`config.mk`:
```
export PLATFORM = sky130hd
export DESIGN_NAME = xif_mem_responder_flat
export DESIGN_NICKNAME = d
export VERILOG_FILES = /design/src/rtl/xif_mem_responder_pkg.sv /design/src/rtl/xif_mem_responder_if.sv /design/src/rtl/xif_mem_responder_chk.sv /design/src/rtl/xif_mem_responder_id_fifo.sv /design/src/rtl/xif_mem_responder.sv /design/src/flat_wrapper.sv
export SDC_FILE = /design/constraint.sdc
export NUM_CORES = 1
export LEC_CHECK = 0
export CORE_UTILIZATION = 36
export DETAILED_ROUTE_END_ITERATION = 8
export PLACE_DENSITY = 0.82
export SLEW_MARGIN = 20
export SYNTH_ARGS = -nofsm -noshare
export SYNTH_HDL_FRONTEND = slang
export SYNTH_SLANG_ARGS = --single-unit
```
`constraint.sdc`:
```
create_clock -name ck -period 2.99 [get_ports ck]
set_clock_uncertainty 0.15 [all_clocks]
set_input_delay 0.598 -clock ck [delete_from_list [all_inputs] [get_ports ck]]
set_output_delay 0.598 -clock ck [all_outputs]
set_load 0.02 [all_outputs]
```
`src/rtl/xif_mem_responder_pkg.sv`:
```
// Shared types and exception causes for the rvfpm memory responder.
// Optional build macro: RVFPM_MEM_RANGE_CHECK_EN (consumed by xif_mem_responder).
package pa_rvfpm;

  localparam int unsigned X_ID_WIDTH = 4;
  localparam int unsigned FLEN       = 32;

  localparam logic [5:0] EXC_ILLEGAL     = 6'd2;
  localparam logic [5:0] EXC_LD_MISALIGN = 6'd4;
  localparam logic [5:0] EXC_LD_FAULT    = 6'd5;
  localparam logic [5:0] EXC_ST_MISALIGN = 6'd6;
  localparam logic [5:0] EXC_ST_FAULT    = 6'd7;

  typedef struct packed {
    logic [X_ID_WIDTH-1:0] id;
    logic                  we;
    logic [1:0]            offset;
    logic [2:0]            size;
  } mem_tag_t;

  // Move the addressed bytes down to bit 0 and zero-extend to the access size.
  function automatic logic [FLEN-1:0] align_load(input logic [FLEN-1:0] word,
                                                 input logic [1:0]      offset,
                                                 input logic [2:0]      size);
    logic [FLEN-1:0] shifted;
    shifted = word >> {offset, 3'b000};
    case (size)
      3'd0:    return FLEN'(shifted[7:0]);
      3'd1:    return FLEN'(shifted[15:0]);
      default: return shifted;
    endcase
  endfunction

endpackage

```
`src/rtl/xif_mem_responder_if.sv`:
```
// Request/response and backend RAM signal bundle around the memory responder.
interface xif_mem_responder_if #(
  parameter int unsigned X_ID_WIDTH  = 4,
  parameter int unsigned X_MEM_WIDTH = 32,
  parameter int unsigned ADDR_WIDTH  = 32
);
  logic                     mem_valid;
  logic                     mem_ready;
  logic [X_ID_WIDTH-1:0]    mem_req_id;
  logic [ADDR_WIDTH-1:0]    mem_req_addr;
  logic                     mem_req_we;
  logic [2:0]               mem_req_size;
  logic [X_MEM_WIDTH/8-1:0] mem_req_be;
  logic [X_MEM_WIDTH-1:0]   mem_req_wdata;
  logic                     mem_resp_exc;
  logic [5:0]               mem_resp_exccode;
  logic                     mem_result_valid;
  logic [X_ID_WIDTH-1:0]    mem_result_id;
  logic [X_MEM_WIDTH-1:0]   mem_result_rdata;
  logic                     mem_result_err;
  logic                     ram_req;
  logic                     ram_gnt;
  logic [ADDR_WIDTH-1:0]    ram_addr;
  logic                     ram_we;
  logic [X_MEM_WIDTH/8-1:0] ram_be;
  logic [X_MEM_WIDTH-1:0]   ram_wdata;
  logic                     ram_rvalid;
  logic [X_MEM_WIDTH-1:0]   ram_rdata;
  logic                     ram_err;

  modport slave (
    input  mem_valid, mem_req_id, mem_req_addr, mem_req_we, mem_req_size,
           mem_req_be, mem_req_wdata, ram_gnt, ram_rvalid, ram_rdata, ram_err,
    output mem_ready, mem_resp_exc, mem_resp_exccode, mem_result_valid,
           mem_result_id, mem_result_rdata, mem_result_err, ram_req, ram_addr,
           ram_we, ram_be, ram_wdata
  );

  modport master (
    output mem_valid, mem_req_id, mem_req_addr, mem_req_we, mem_req_size,
           mem_req_be, mem_req_wdata, ram_gnt, ram_rvalid, ram_rdata, ram_err,
    input  mem_ready, mem_resp_exc, mem_resp_exccode, mem_result_valid,
           mem_result_id, mem_result_rdata, mem_result_err, ram_req, ram_addr,
           ram_we, ram_be, ram_wdata
  );
endinterface

```
`src/rtl/xif_mem_responder_chk.sv`:
```
// Runtime checks on tag FIFO usage and the stray-rvalid flag; no synthesizable logic.
module xif_mem_responder_chk (
  input logic ck,
  input logic rst_n,
  input logic push_i,
  input logic pop_i,
  input logic full_i,
  input logic empty_i,
  input logic stray_rvalid_i
);
  logic stray_prev_q;

  // The FIFO is never overrun/underrun and the stray flag never clears outside reset.
  always_ff @(posedge ck or negedge rst_n) begin
    if (!rst_n) begin
      stray_prev_q <= 1'b0;
    end else begin
      stray_prev_q <= stray_rvalid_i;
      assert (!(push_i && full_i));
      assert (!(pop_i && empty_i));
      assert (!(stray_prev_q && !stray_rvalid_i));
    end
  end
endmodule

```
`src/rtl/xif_mem_responder_id_fifo.sv`:
```
// In-order tag FIFO: one entry per backend access still awaiting rvalid.
module xif_mem_id_fifo
  import pa_rvfpm::*;
#(
  parameter int unsigned DEPTH = 2
) (
  input  logic     ck,
  input  logic     rst_n,
  input  logic     push_i,
  input  mem_tag_t data_i,
  input  logic     pop_i,
  output mem_tag_t data_o,
  output logic     full_o,
  output logic     empty_o
);
  localparam int unsigned PTR_W = (DEPTH > 1) ? $clog2(DEPTH) : 1;
  localparam int unsigned CNT_W = $clog2(DEPTH + 1);

  mem_tag_t          mem_q [DEPTH];
  logic [PTR_W-1:0]  wptr_q;
  logic [PTR_W-1:0]  rptr_q;
  logic [CNT_W-1:0]  cnt_q;

  function automatic logic [PTR_W-1:0] ptr_inc(input logic [PTR_W-1:0] p);
    if (p == PTR_W'(DEPTH - 1)) begin
      return {PTR_W{1'b0}};
    end else begin
      return p + PTR_W'(1);
    end
  endfunction

  assign data_o  = mem_q[rptr_q];
  assign full_o  = (cnt_q == CNT_W'(DEPTH));
  assign empty_o = (cnt_q == {CNT_W{1'b0}});

  // Storage, pointers and occupancy.
  always_ff @(posedge ck or negedge rst_n) begin
    if (!rst_n) begin
      for (int i = 0; i < DEPTH; i++) begin
        mem_q[i] <= '0;
      end
      wptr_q <= {PTR_W{1'b0}};
      rptr_q <= {PTR_W{1'b0}};
      cnt_q  <= {CNT_W{1'b0}};
    end else begin
      if (push_i) begin
        mem_q[wptr_q] <= data_i;
        wptr_q        <= ptr_inc(wptr_q);
      end
      if (pop_i) begin
        rptr_q <= ptr_inc(rptr_q);
      end
      case ({push_i, pop_i})
        2'b10:   cnt_q <= cnt_q + CNT_W'(1);
        2'b01:   cnt_q <= cnt_q - CNT_W'(1);
        default: cnt_q <= cnt_q;
      endcase
    end
  end
endmodule

```
`src/rtl/xif_mem_responder.sv`:
```
// CORE-V-XIF memory responder: validates rvfpm load/store requests, forwards them to a
// req/gnt/rvalid RAM port and returns in-order results. Macro RVFPM_MEM_RANGE_CHECK_EN
// enables the [ADDR_LO, ADDR_HI] access-fault check.
module xif_mem_responder
  import pa_rvfpm::*;
#(
  parameter int unsigned           X_ID_WIDTH      = pa_rvfpm::X_ID_WIDTH,
  parameter int unsigned           X_MEM_WIDTH     = pa_rvfpm::FLEN,
  parameter int unsigned           ADDR_WIDTH      = 32,
  parameter int unsigned           MAX_OUTSTANDING = 2,
  parameter logic [ADDR_WIDTH-1:0] ADDR_LO         = 32'h0000_0000,
  parameter logic [ADDR_WIDTH-1:0] ADDR_HI         = 32'h0000_FFFF
) (
  input logic               ck,
  input logic               rst_n,
  xif_mem_responder_if.slave bus
);
  logic     illegal_s;
  logic     misalign_s;
  logic     fault_s;
  logic     exc_s;
  logic [5:0] exccode_s;
  logic     full_s;
  logic     empty_s;
  logic     ram_req_s;
  logic     accept_s;
  logic     pop_s;
  mem_tag_t push_tag_s;
  mem_tag_t head_tag_s;

  logic                   result_valid_q, result_valid_d;
  logic [X_ID_WIDTH-1:0]  result_id_q,    result_id_d;
  logic [X_MEM_WIDTH-1:0] result_rdata_q, result_rdata_d;
  logic                   result_err_q,   result_err_d;
  logic                   stray_rvalid_q, stray_rvalid_d;

`ifdef RVFPM_MEM_RANGE_CHECK_EN
  logic [ADDR_WIDTH-1:0] rel_addr_s;
  logic [ADDR_WIDTH:0]   last_byte_s;
  // Wrapping subtraction folds the low and high bound into one unsigned compare.
  assign rel_addr_s  = bus.mem_req_addr - ADDR_LO;
  assign last_byte_s = {1'b0, bus.mem_req_addr}
                     + ((ADDR_WIDTH+1)'(1) << bus.mem_req_size) - (ADDR_WIDTH+1)'(1);
  assign fault_s     = (rel_addr_s > (ADDR_HI - ADDR_LO)) || (last_byte_s > {1'b0, ADDR_HI});
`else
  logic unused_range_s;
  assign unused_range_s = ^{ADDR_LO, ADDR_HI};
  assign fault_s        = 1'b0;
`endif

  // Request classification and exception cause, illegal > misaligned > fault.
  always_comb begin
    illegal_s = (bus.mem_req_size > 3'd2);
    case (bus.mem_req_size)
      3'd1:    misalign_s = bus.mem_req_addr[0];
      3'd2:    misalign_s = |bus.mem_req_addr[1:0];
      default: misalign_s = 1'b0;
    endcase
    exc_s = illegal_s || misalign_s || fault_s;
    if (illegal_s) begin
      exccode_s = EXC_ILLEGAL;
    end else if (misalign_s) begin
      exccode_s = bus.mem_req_we ? EXC_ST_MISALIGN : EXC_LD_MISALIGN;
    end else if (fault_s) begin
      exccode_s = bus.mem_req_we ? EXC_ST_FAULT : EXC_LD_FAULT;
    end else begin
      exccode_s = 6'd0;
    end
  end

  assign ram_req_s = bus.mem_valid && !exc_s && !full_s;
  assign accept_s  = ram_req_s && bus.ram_gnt;
  assign pop_s     = bus.ram_rvalid && !empty_s;

  assign bus.mem_ready        = exc_s ? bus.mem_valid : accept_s;
  assign bus.mem_resp_exc     = bus.mem_valid && exc_s;
  assign bus.mem_resp_exccode = bus.mem_resp_exc ? exccode_s : 6'd0;
  assign bus.ram_req          = ram_req_s;
  assign bus.ram_addr         = ram_req_s ? {bus.mem_req_addr[ADDR_WIDTH-1:2], 2'b00}
                                          : {ADDR_WIDTH{1'b0}};
  assign bus.ram_we           = ram_req_s && bus.mem_req_we;
  assign bus.ram_be           = ram_req_s ? bus.mem_req_be : {(X_MEM_WIDTH/8){1'b0}};
  assign bus.ram_wdata        = ram_req_s ? bus.mem_req_wdata : {X_MEM_WIDTH{1'b0}};

  assign push_tag_s.id     = bus.mem_req_id;
  assign push_tag_s.we     = bus.mem_req_we;
  assign push_tag_s.offset = bus.mem_req_addr[1:0];
  assign push_tag_s.size   = bus.mem_req_size;

  xif_mem_id_fifo #(
    .DEPTH (MAX_OUTSTANDING)
  ) u_fifo (
    .ck      (ck),
    .rst_n   (rst_n),
    .push_i  (accept_s),
    .data_i  (push_tag_s),
    .pop_i   (pop_s),
    .data_o  (head_tag_s),
    .full_o  (full_s),
    .empty_o (empty_s)
  );

  // Next-state of the result pulse and the sticky stray-rvalid flag.
  always_comb begin
    result_valid_d = pop_s;
    stray_rvalid_d = stray_rvalid_q || (bus.ram_rvalid && empty_s);
    if (pop_s) begin
      result_id_d    = head_tag_s.id;
      result_err_d   = bus.ram_err;
      result_rdata_d = head_tag_s.we ? {X_MEM_WIDTH{1'b0}}
                                     : align_load(bus.ram_rdata, head_tag_s.offset,
                                                  head_tag_s.size);
    end else begin
      result_id_d    = {X_ID_WIDTH{1'b0}};
      result_err_d   = 1'b0;
      result_rdata_d = {X_MEM_WIDTH{1'b0}};
    end
  end

  // Result registers.
  always_ff @(posedge ck or negedge rst_n) begin
    if (!rst_n) begin
      result_valid_q <= 1'b0;
      result_id_q    <= {X_ID_WIDTH{1'b0}};
      result_rdata_q <= {X_MEM_WIDTH{1'b0}};
      result_err_q   <= 1'b0;
      stray_rvalid_q <= 1'b0;
    end else begin
      result_valid_q <= result_valid_d;
      result_id_q    <= result_id_d;
      result_rdata_q <= result_rdata_d;
      result_err_q   <= result_err_d;
      stray_rvalid_q <= stray_rvalid_d;
    end
  end

  assign bus.mem_result_valid = result_valid_q;
  assign bus.mem_result_id    = result_id_q;
  assign bus.mem_result_rdata = result_rdata_q;
  assign bus.mem_result_err   = result_err_q;

  xif_mem_responder_chk u_chk (
    .ck             (ck),
    .rst_n          (rst_n),
    .push_i         (accept_s),
    .pop_i          (pop_s),
    .full_i         (full_s),
    .empty_i        (empty_s),
    .stray_rvalid_i (stray_rvalid_q)
  );
endmodule

```
`src/flat_wrapper.sv`:
```
// flat-port wrapper written by rule: the top's interface ports become plain ports
module xif_mem_responder_flat import pa_rvfpm::*;
#(
  parameter int unsigned           X_ID_WIDTH      = pa_rvfpm::X_ID_WIDTH,
  parameter int unsigned           X_MEM_WIDTH     = pa_rvfpm::FLEN,
  parameter int unsigned           ADDR_WIDTH      = 32,
  parameter int unsigned           MAX_OUTSTANDING = 2,
  parameter logic [ADDR_WIDTH-1:0] ADDR_LO         = 32'h0000_0000,
  parameter logic [ADDR_WIDTH-1:0] ADDR_HI         = 32'h0000_FFFF
)
  (ck, rst_n, bus_mem_valid, bus_mem_req_id, bus_mem_req_addr, bus_mem_req_we, bus_mem_req_size, bus_mem_req_be, bus_mem_req_wdata, bus_ram_gnt, bus_ram_rvalid, bus_ram_rdata, bus_ram_err, bus_mem_ready, bus_mem_resp_exc, bus_mem_resp_exccode, bus_mem_result_valid, bus_mem_result_id, bus_mem_result_rdata, bus_mem_result_err, bus_ram_req, bus_ram_addr, bus_ram_we, bus_ram_be, bus_ram_wdata);
  xif_mem_responder_if #(.X_ID_WIDTH(X_ID_WIDTH), .X_MEM_WIDTH(X_MEM_WIDTH), .ADDR_WIDTH(ADDR_WIDTH)) bus_i ();
  input logic ck;
  input logic rst_n;
  input wire logic [$bits(bus_i.mem_valid)-1:0] bus_mem_valid;
  input wire logic [$bits(bus_i.mem_req_id)-1:0] bus_mem_req_id;
  input wire logic [$bits(bus_i.mem_req_addr)-1:0] bus_mem_req_addr;
  input wire logic [$bits(bus_i.mem_req_we)-1:0] bus_mem_req_we;
  input wire logic [$bits(bus_i.mem_req_size)-1:0] bus_mem_req_size;
  input wire logic [$bits(bus_i.mem_req_be)-1:0] bus_mem_req_be;
  input wire logic [$bits(bus_i.mem_req_wdata)-1:0] bus_mem_req_wdata;
  input wire logic [$bits(bus_i.ram_gnt)-1:0] bus_ram_gnt;
  input wire logic [$bits(bus_i.ram_rvalid)-1:0] bus_ram_rvalid;
  input wire logic [$bits(bus_i.ram_rdata)-1:0] bus_ram_rdata;
  input wire logic [$bits(bus_i.ram_err)-1:0] bus_ram_err;
  output wire logic [$bits(bus_i.mem_ready)-1:0] bus_mem_ready;
  output wire logic [$bits(bus_i.mem_resp_exc)-1:0] bus_mem_resp_exc;
  output wire logic [$bits(bus_i.mem_resp_exccode)-1:0] bus_mem_resp_exccode;
  output wire logic [$bits(bus_i.mem_result_valid)-1:0] bus_mem_result_valid;
  output wire logic [$bits(bus_i.mem_result_id)-1:0] bus_mem_result_id;
  output wire logic [$bits(bus_i.mem_result_rdata)-1:0] bus_mem_result_rdata;
  output wire logic [$bits(bus_i.mem_result_err)-1:0] bus_mem_result_err;
  output wire logic [$bits(bus_i.ram_req)-1:0] bus_ram_req;
  output wire logic [$bits(bus_i.ram_addr)-1:0] bus_ram_addr;
  output wire logic [$bits(bus_i.ram_we)-1:0] bus_ram_we;
  output wire logic [$bits(bus_i.ram_be)-1:0] bus_ram_be;
  output wire logic [$bits(bus_i.ram_wdata)-1:0] bus_ram_wdata;
  assign bus_i.mem_valid = bus_mem_valid;
  assign bus_i.mem_req_id = bus_mem_req_id;
  assign bus_i.mem_req_addr = bus_mem_req_addr;
  assign bus_i.mem_req_we = bus_mem_req_we;
  assign bus_i.mem_req_size = bus_mem_req_size;
  assign bus_i.mem_req_be = bus_mem_req_be;
  assign bus_i.mem_req_wdata = bus_mem_req_wdata;
  assign bus_i.ram_gnt = bus_ram_gnt;
  assign bus_i.ram_rvalid = bus_ram_rvalid;
  assign bus_i.ram_rdata = bus_ram_rdata;
  assign bus_i.ram_err = bus_ram_err;
  assign bus_mem_ready = bus_i.mem_ready;
  assign bus_mem_resp_exc = bus_i.mem_resp_exc;
  assign bus_mem_resp_exccode = bus_i.mem_resp_exccode;
  assign bus_mem_result_valid = bus_i.mem_result_valid;
  assign bus_mem_result_id = bus_i.mem_result_id;
  assign bus_mem_result_rdata = bus_i.mem_result_rdata;
  assign bus_mem_result_err = bus_i.mem_result_err;
  assign bus_ram_req = bus_i.ram_req;
  assign bus_ram_addr = bus_i.ram_addr;
  assign bus_ram_we = bus_i.ram_we;
  assign bus_ram_be = bus_i.ram_be;
  assign bus_ram_wdata = bus_i.ram_wdata;
  xif_mem_responder #(.X_ID_WIDTH(X_ID_WIDTH), .X_MEM_WIDTH(X_MEM_WIDTH), .ADDR_WIDTH(ADDR_WIDTH), .MAX_OUTSTANDING(MAX_OUTSTANDING), .ADDR_LO(ADDR_LO), .ADDR_HI(ADDR_HI)) u_core (.ck(ck), .rst_n(rst_n), .bus(bus_i));
endmodule
```
==> run metrics, run 1 <==
Chip Width=97.68 um; status=complete, but fails checks; Final setup viols=0; most used cell, CP=buf_6; antenna violations before repair=7; CTS tree=done; Seq/Total Area, Yosys=47.08%; register bit total from synthesis=62; Layout area overhead=79.20%; layout net count=693; kind of cell adding the most delay to the critical path=buffers and inverters; DR pass1 iterations=9; largest net degree at the start of global routing=37; CTS Buffer Depth=2; fin crit period=2921 ps; Core Area=8806 um^2; Final HPWL DP=11,070 um; share of post-route cells with drive strength above 1=23.41%; placed inst area=5684 um^2; CP endpoint kind=output port; CTS root buf=clkbuf_8; total wire length=14,250 um; H-tree depth=3; DR vias=3,592; Syn Inst Count=337; max-cap violations=0; WL per Instance=20.54 um; Die Ht=97.68 um; clk_lat worst skew=330 ps; worst hold slack=192.3 ps; worst-margin pin slew=773.8 ps; Pwr Density=678.7 nW/um^2; Worst slew margin=48.41%; crit-path max FO=8; num rows=34; first-pass GRT wire length=21,290 um; Psw=0.001566 W; GRT overflow=0; initial DRC count=292; Int Power=0.002442 W; setup TNS=0 ps; internal reg-to-reg setup slack=600 ps; final period utilization=97.69%; Post-Syn Area=3296 um^2; die area=9541 um^2; synth warn=0; Worst EP arrival=2170 ps; Static Leakage=2.842 nW; Post-DRT Antenna Nets=0; DRC Markers=28; Pwr Total=0.004008 W; Design Area, Final=5906 um^2; Worst Hold Class=in2async; vias in the first global route=3,662; Worst path slowest cell=clkdlybuf4s50_1; critical path class=in2out; switch share=39.07%; Max stage delay on crit path=510 ps; failing checks=DRC; Req. time, crit path=2240 ps; Initial Util=37.43%; maximum clock rate=342.4 MHz; power share of the clock group=16.4%; Via-to-Cell Ratio=5.176; GRT Total Usage=30.17%; CTS buffer count=9; RSZ-0062 raised after global routing=false; Comb pwr share=50.7%; CP Launch Type=input port; IO Pins=230; final hold violations=0; distinct cell type count after synthesis=35; Buf/Inv on CP=5; Slew Limit Fails=0; Port Buf Inserts=223; RePlAce Congestion=0.9145; worst path cell trace=clkdlybuf4s50_1, nand2b_1, a221oi_4, buf_6, buf_16, buf_8, and2_4, buf_6; Clock Sinks=62; Reg power frac=32.9%; worst vdd ir=0.0002938 V; Syn Area/Cell=9.779 um^2; Worst-path clk slew=60 ps
## through the flow
stage / utilization [%] / setup slack (ps) / cells
floorplan: - / 141.1 / 342
global placement: 64.55 / -510.4 / 667
detailed placement: 64.55 / -540.5 / 667
CTS: 66.81 / 8.731 / 689
global route: 66.98 / 10.33 / 691
finish: 67.06 / 69.02 / 694
## cells by family after synthesis
logic type	after synthesis	share of synthesized area, %
XOR/XNOR	6	1.595
AND/OR/NAND/NOR	147	23.88
flip-flops	62	47.08
multiplexers	41	13.29
other	1	0.1138
adder cells (fa/ha/maj)	1	0.3796
buffers and inverters	27	3.986
AO/OA/AOI/OAI	52	9.681
## flip-flops by register name, indices dropped and copies added (netlist names)
| register | flops |
|---|---|
| u_core.bus.mem_result_err | 1 |
| u_core.bus.mem_result_id | 4 |
| u_core.bus.mem_result_rdata | 32 |
| u_core.bus.mem_result_valid | 1 |
| u_core.u_fifo.cnt_q | 2 |
| u_core.u_fifo.mem_q | 20 |
| u_core.u_fifo.rptr_q | 1 |
| u_core.u_fifo.wptr_q | 1 |
## timing repair
action | in CTS | in global routing
pin swaps | 3 | 2
buffers inserted | 4 | 0
cloned | 4 | 0
resized for setup | 286 | 8
hold buffers | 0 | 0
setup endpoints to repair | 71 | 67
## cells in the final DEF, fill, tap and decap left out, types with 3 or more instances in the layout
cell type / count
and2_4: 11
a21oi_1: 19
and3_1: 8
inv_1: 3
nand2_1: 31
clkdlybuf4s15_1: 3
mux2_1: 9
conb_1: 6
buf_6: 13
buf_2: 35
buf_16: 3
dfrtp_1: 62
nor2_1: 26
mux2_2: 10
buf_4: 33
mux2i_1: 21
clkdlybuf4s50_1: 148
o21ai_0: 8
and2_1: 58
xnor2_1: 4
clkdlybuf4s15_2: 7
clkbuf_8: 12
diode_2: 5
nor2b_1: 4
o22ai_1: 17
## area by class of cell
type | count | area [um^2]
antenna | 5 | 12.51
clock buffer | 13 | 168.9
clock inverter | 1 | 5.005
fill | 687 | 2900
inverter | 3 | 11.26
multi-input combinational | 253 | 1665
sequential | 62 | 1551
tap | 108 | 135.1
timing repair buffer | 249 | 2356
## power by group through the flow
stage                     clock (W)  sequential, W  combinational [W]
after floorplan                   0        0.00142            0.00101
after global placement            0        0.00130            0.00191
after detailed placement          0        0.00132            0.00198
after CTS                  0.000664        0.00131            0.00201
after global routing       0.000703        0.00135            0.00216
final                      0.000655        0.00132            0.00203
## synthesized netlist by cell type (all sizes together)
master	n	area share, %
nor3	1	0.15
a21oi	19	2.9
and3b	1	0.27
and2	70	13
or3	1	0.34
nor2b	4	0.76
inv	3	0.34
a221oi	2	1.1
conb	1	0.11
nand2b	2	0.38
or2	1	0.19
nand2	31	3.5
nor4	1	0.19
mux2i	22	6.8
a211oi	1	0.23
nand3	1	0.30
ha	1	0.38
xnor2	4	1.1
xor2	2	0.53
clkbuf	14	1.6
mux2	19	6.5
buf	10	2.0
o21ai	10	1.5
a21o	2	0.46
o22ai	17	3.2
a32o	1	0.30
nor2	26	3.0
and3	8	1.5
dfrtp	62	47
## worst paths after layout
check	cells after the start	to	start
max	8	bus_ram_addr[16]	bus_mem_valid
min	1	u_core.bus.mem_result_rdata[18]	rst_n
max reg2reg	10	u_core.u_fifo.mem_q[15]	u_core.u_fifo.cnt_q[0]
max in group asynchronous	2	u_core.u_fifo.mem_q[14]	rst_n
min reg2reg	1	u_core.u_fifo.mem_q[18]	u_core.u_fifo.mem_q[18]
min in group ck	1	u_core.u_fifo.mem_q[18]	u_core.u_fifo.mem_q[18]
## worst reg2reg max path: cells and delay by family, from the launching register on
family / cells / cell delay, ps
AOI/OAI and AO/OA: 1 / 310
and+or+nand+nor: 1 / 190
DFF: 1 / 420
muxes: 1 / 330
buffers and inverters: 7 / 880
## routing by layer
metal  wire length [um]  part of all wire (%)  vias to the layer above  track usage (%)
met4                442                   3.1                        6            10.49
met1               5083                    36                     1710            33.70
met2               7191                    50                      231            52.26
met5                 44                  0.31                        -                0
li1                   -                     -                     1611                -
met3               1492                    10                       34            11.65
Power figures use the tool's default switching activity.
==> run 2: changes to the inputs <==
- CTS_CLUSTER_SIZE: not set -> 16
==> results of run 2 <==
The final DEF is identical to that of run 1; final timing and power are the same.
==> run 3: changes to the inputs <==
- GPL_TIMING_DRIVEN: not set -> 1
- RECOVER_POWER: not set -> 100
==> run 3 against run 2 <==
Compared with the run above:
- the run ends with DRC, capacitance limit, slew limit left
- setup slack worse by 7.7 ps
- combinational power down 3%
- sequential power is essentially flat
- sequential share of layout area grew 0.37 points
- core utilization shrank 0.92 points
- flip-flop and latch count unchanged
- largest cell class unchanged
- first-iteration DRC count decreased by 1.7%
- clock power barely moved
- register-to-register slack lost 170 ps
- non-clock buffer count stayed put
- fmax decreased by 0.26%
- largest power group unchanged
==> run metrics, run 3 (same netlist as run 1, synthesis figures left out) <==
status=complete, but fails checks; failing checks=DRC, capacitance limit, slew limit; most frequent cells in the layout=clkdlybuf4s50_1 (108), dfrtp_1 (62), and2_1 (56); GRT Total Usage=30.17%; Worst EP arrival=2180 ps; Worst Hold Class=reg2reg; Die Ht=97.68 um; final core utilization=66.14%; Worst-path clk slew=60 ps; initial DRC count=287; max-cap violations=1; Layout area overhead=76.73%; Initial Util=37.43%; Levels on crit path=7; RSZ-0062 raised after global routing=false; CP Launch Type=input port; CTS root buf=clkbuf_8; Buf/Inv on CP=4; Static Leakage=2.892 nW; final hold violations=0; worst-margin pin slew=1827 ps; antenna violations before repair=7; most common cell after layout, fill and taps aside=clkdlybuf4s50_1; WL per Instance=20.41 um; first-pass GRT wire length=21,290 um; Port Buf Inserts=223; Via-to-Cell Ratio=5.215; CTS Buffer Depth=2; DR pass1 iterations=8; Clock Sinks=62; GRT overflow=0; CP endpoint kind=output port; Slew Limit Fails=37; worst path cell trace=clkdlybuf4s50_1, nand2b_1, a221oi_4, buf_6, bufbuf_16, and2_1, buf_2; total wire length=14,170 um; kind of cell adding the most delay to the critical path=buffers and inverters; die area=9541 um^2; maximum clock rate=341.5 MHz; CTS tree=done; Chip Width=97.68 um; num rows=34; worst vdd ir=0.0002916 V; Fillers=703; largest net degree at the start of global routing=37; Worst path slowest cell=clkdlybuf4s50_1; IO Pins=230; Max stage delay on crit path=500 ps; share of post-route cells with drive strength above 1=21.86%; H-tree depth=3; RePlAce Congestion=0.9145; final period utilization=97.95%; critical path class=in2out; area of the multi-input gates=1654 um^2; CTS buffer count=9; Final setup viols=0; Post-DRT Antenna Nets=0; Final HPWL DP=11,070 um; DRC Markers=28; Worst Hold Depth=1; Core Area=8806 um^2; DR vias=3,619; clk_lat worst skew=330 ps; Pwr Density=673.0 nW/um^2; FF/Latch Area=1551 um^2; vias in the first global route=3,662; layout net count=693; Largest register FFs=32; crit-path max FO=8; setup TNS=0 ps; fin crit period=2929 ps; reg2reg path depth=10; Req. time, crit path=2240 ps; Worst slew margin=-21.78%
## run 3: power by group
part | switching, W | internal [W] | leakage, nW
clock network | 0.000294 | 0.000358 | 0.0914
registers | 0.000193 | 0.00111 | 0.819
logic | 0.00106 | 0.000897 | 1.98
total | 0.00155 | 0.00237 | 2.89
## run 3: per-stage QoR
stage	cell area [um^2]	setup slack [ps]	hold WS, ps	cells	total power [W]
finish	5824	61.33	343.6	694	0.003920
global route	5817	5.260	362.0	691	0.004127
CTS	5883	8.731	208.2	689	0.003986
detailed placement	5684	-540.5	332.9	667	0.003299
global placement	5684	-510.4	310.2	667	0.003218
floorplan	3314	141.1	152.4	342	0.002432
## run 3: layout make-up
type | count | share of cell area (%)
multi-input combinational | 253 | 28.40
tap | 108 | 2.320
sequential | 62 | 26.64
clock inverter | 1 | 0.08593
antenna | 5 | 0.2148
clock buffer | 13 | 2.900
timing repair buffer | 249 | 39.25
inverter | 3 | 0.1933
## run 3: what timing repair did
item,CTS,global route
setup endpoints to repair,71,67
gates resized for setup,286,8
setup buffers,4,0
pin swaps,3,2
hold buffers,0,0
gates cloned,4,0
## run 3: final timing paths
path / startpoint / endpoint / slack, ps
max in group asynchronous: rst_n / u_core.u_fifo.cnt_q[0] / 680
min in group asynchronous: rst_n / u_core.bus.mem_result_rdata[15] / 610
min: u_core.u_fifo.mem_q[18] / u_core.u_fifo.mem_q[18] / 340
max: bus_mem_valid / bus_ram_wdata[18] / 60
max reg2reg: u_core.u_fifo.cnt_q[0] / u_core.u_fifo.mem_q[15] / 430
min reg2reg: u_core.u_fifo.mem_q[18] / u_core.u_fifo.mem_q[18] / 340
## run 3: per-layer routing
metal,up-vias,track usage [%],wire (um)
met2,230,52.26,7082
met1,1733,33.70,5062
met3,38,11.65,1487
li1,1612,-,-
met4,6,10.49,493
met5,-,0,44
## run 3: worst register-to-register path: stages (launching register included)
cell and delay (ps):
dfrtp_1 420, inv_1 100, a221oi_4 310, buf_6 170, buf_12 120, buf_16 110, clkbuf_4 120, buf_4 100
and3b_1 180, clkbuf_1 300, mux2_1 370
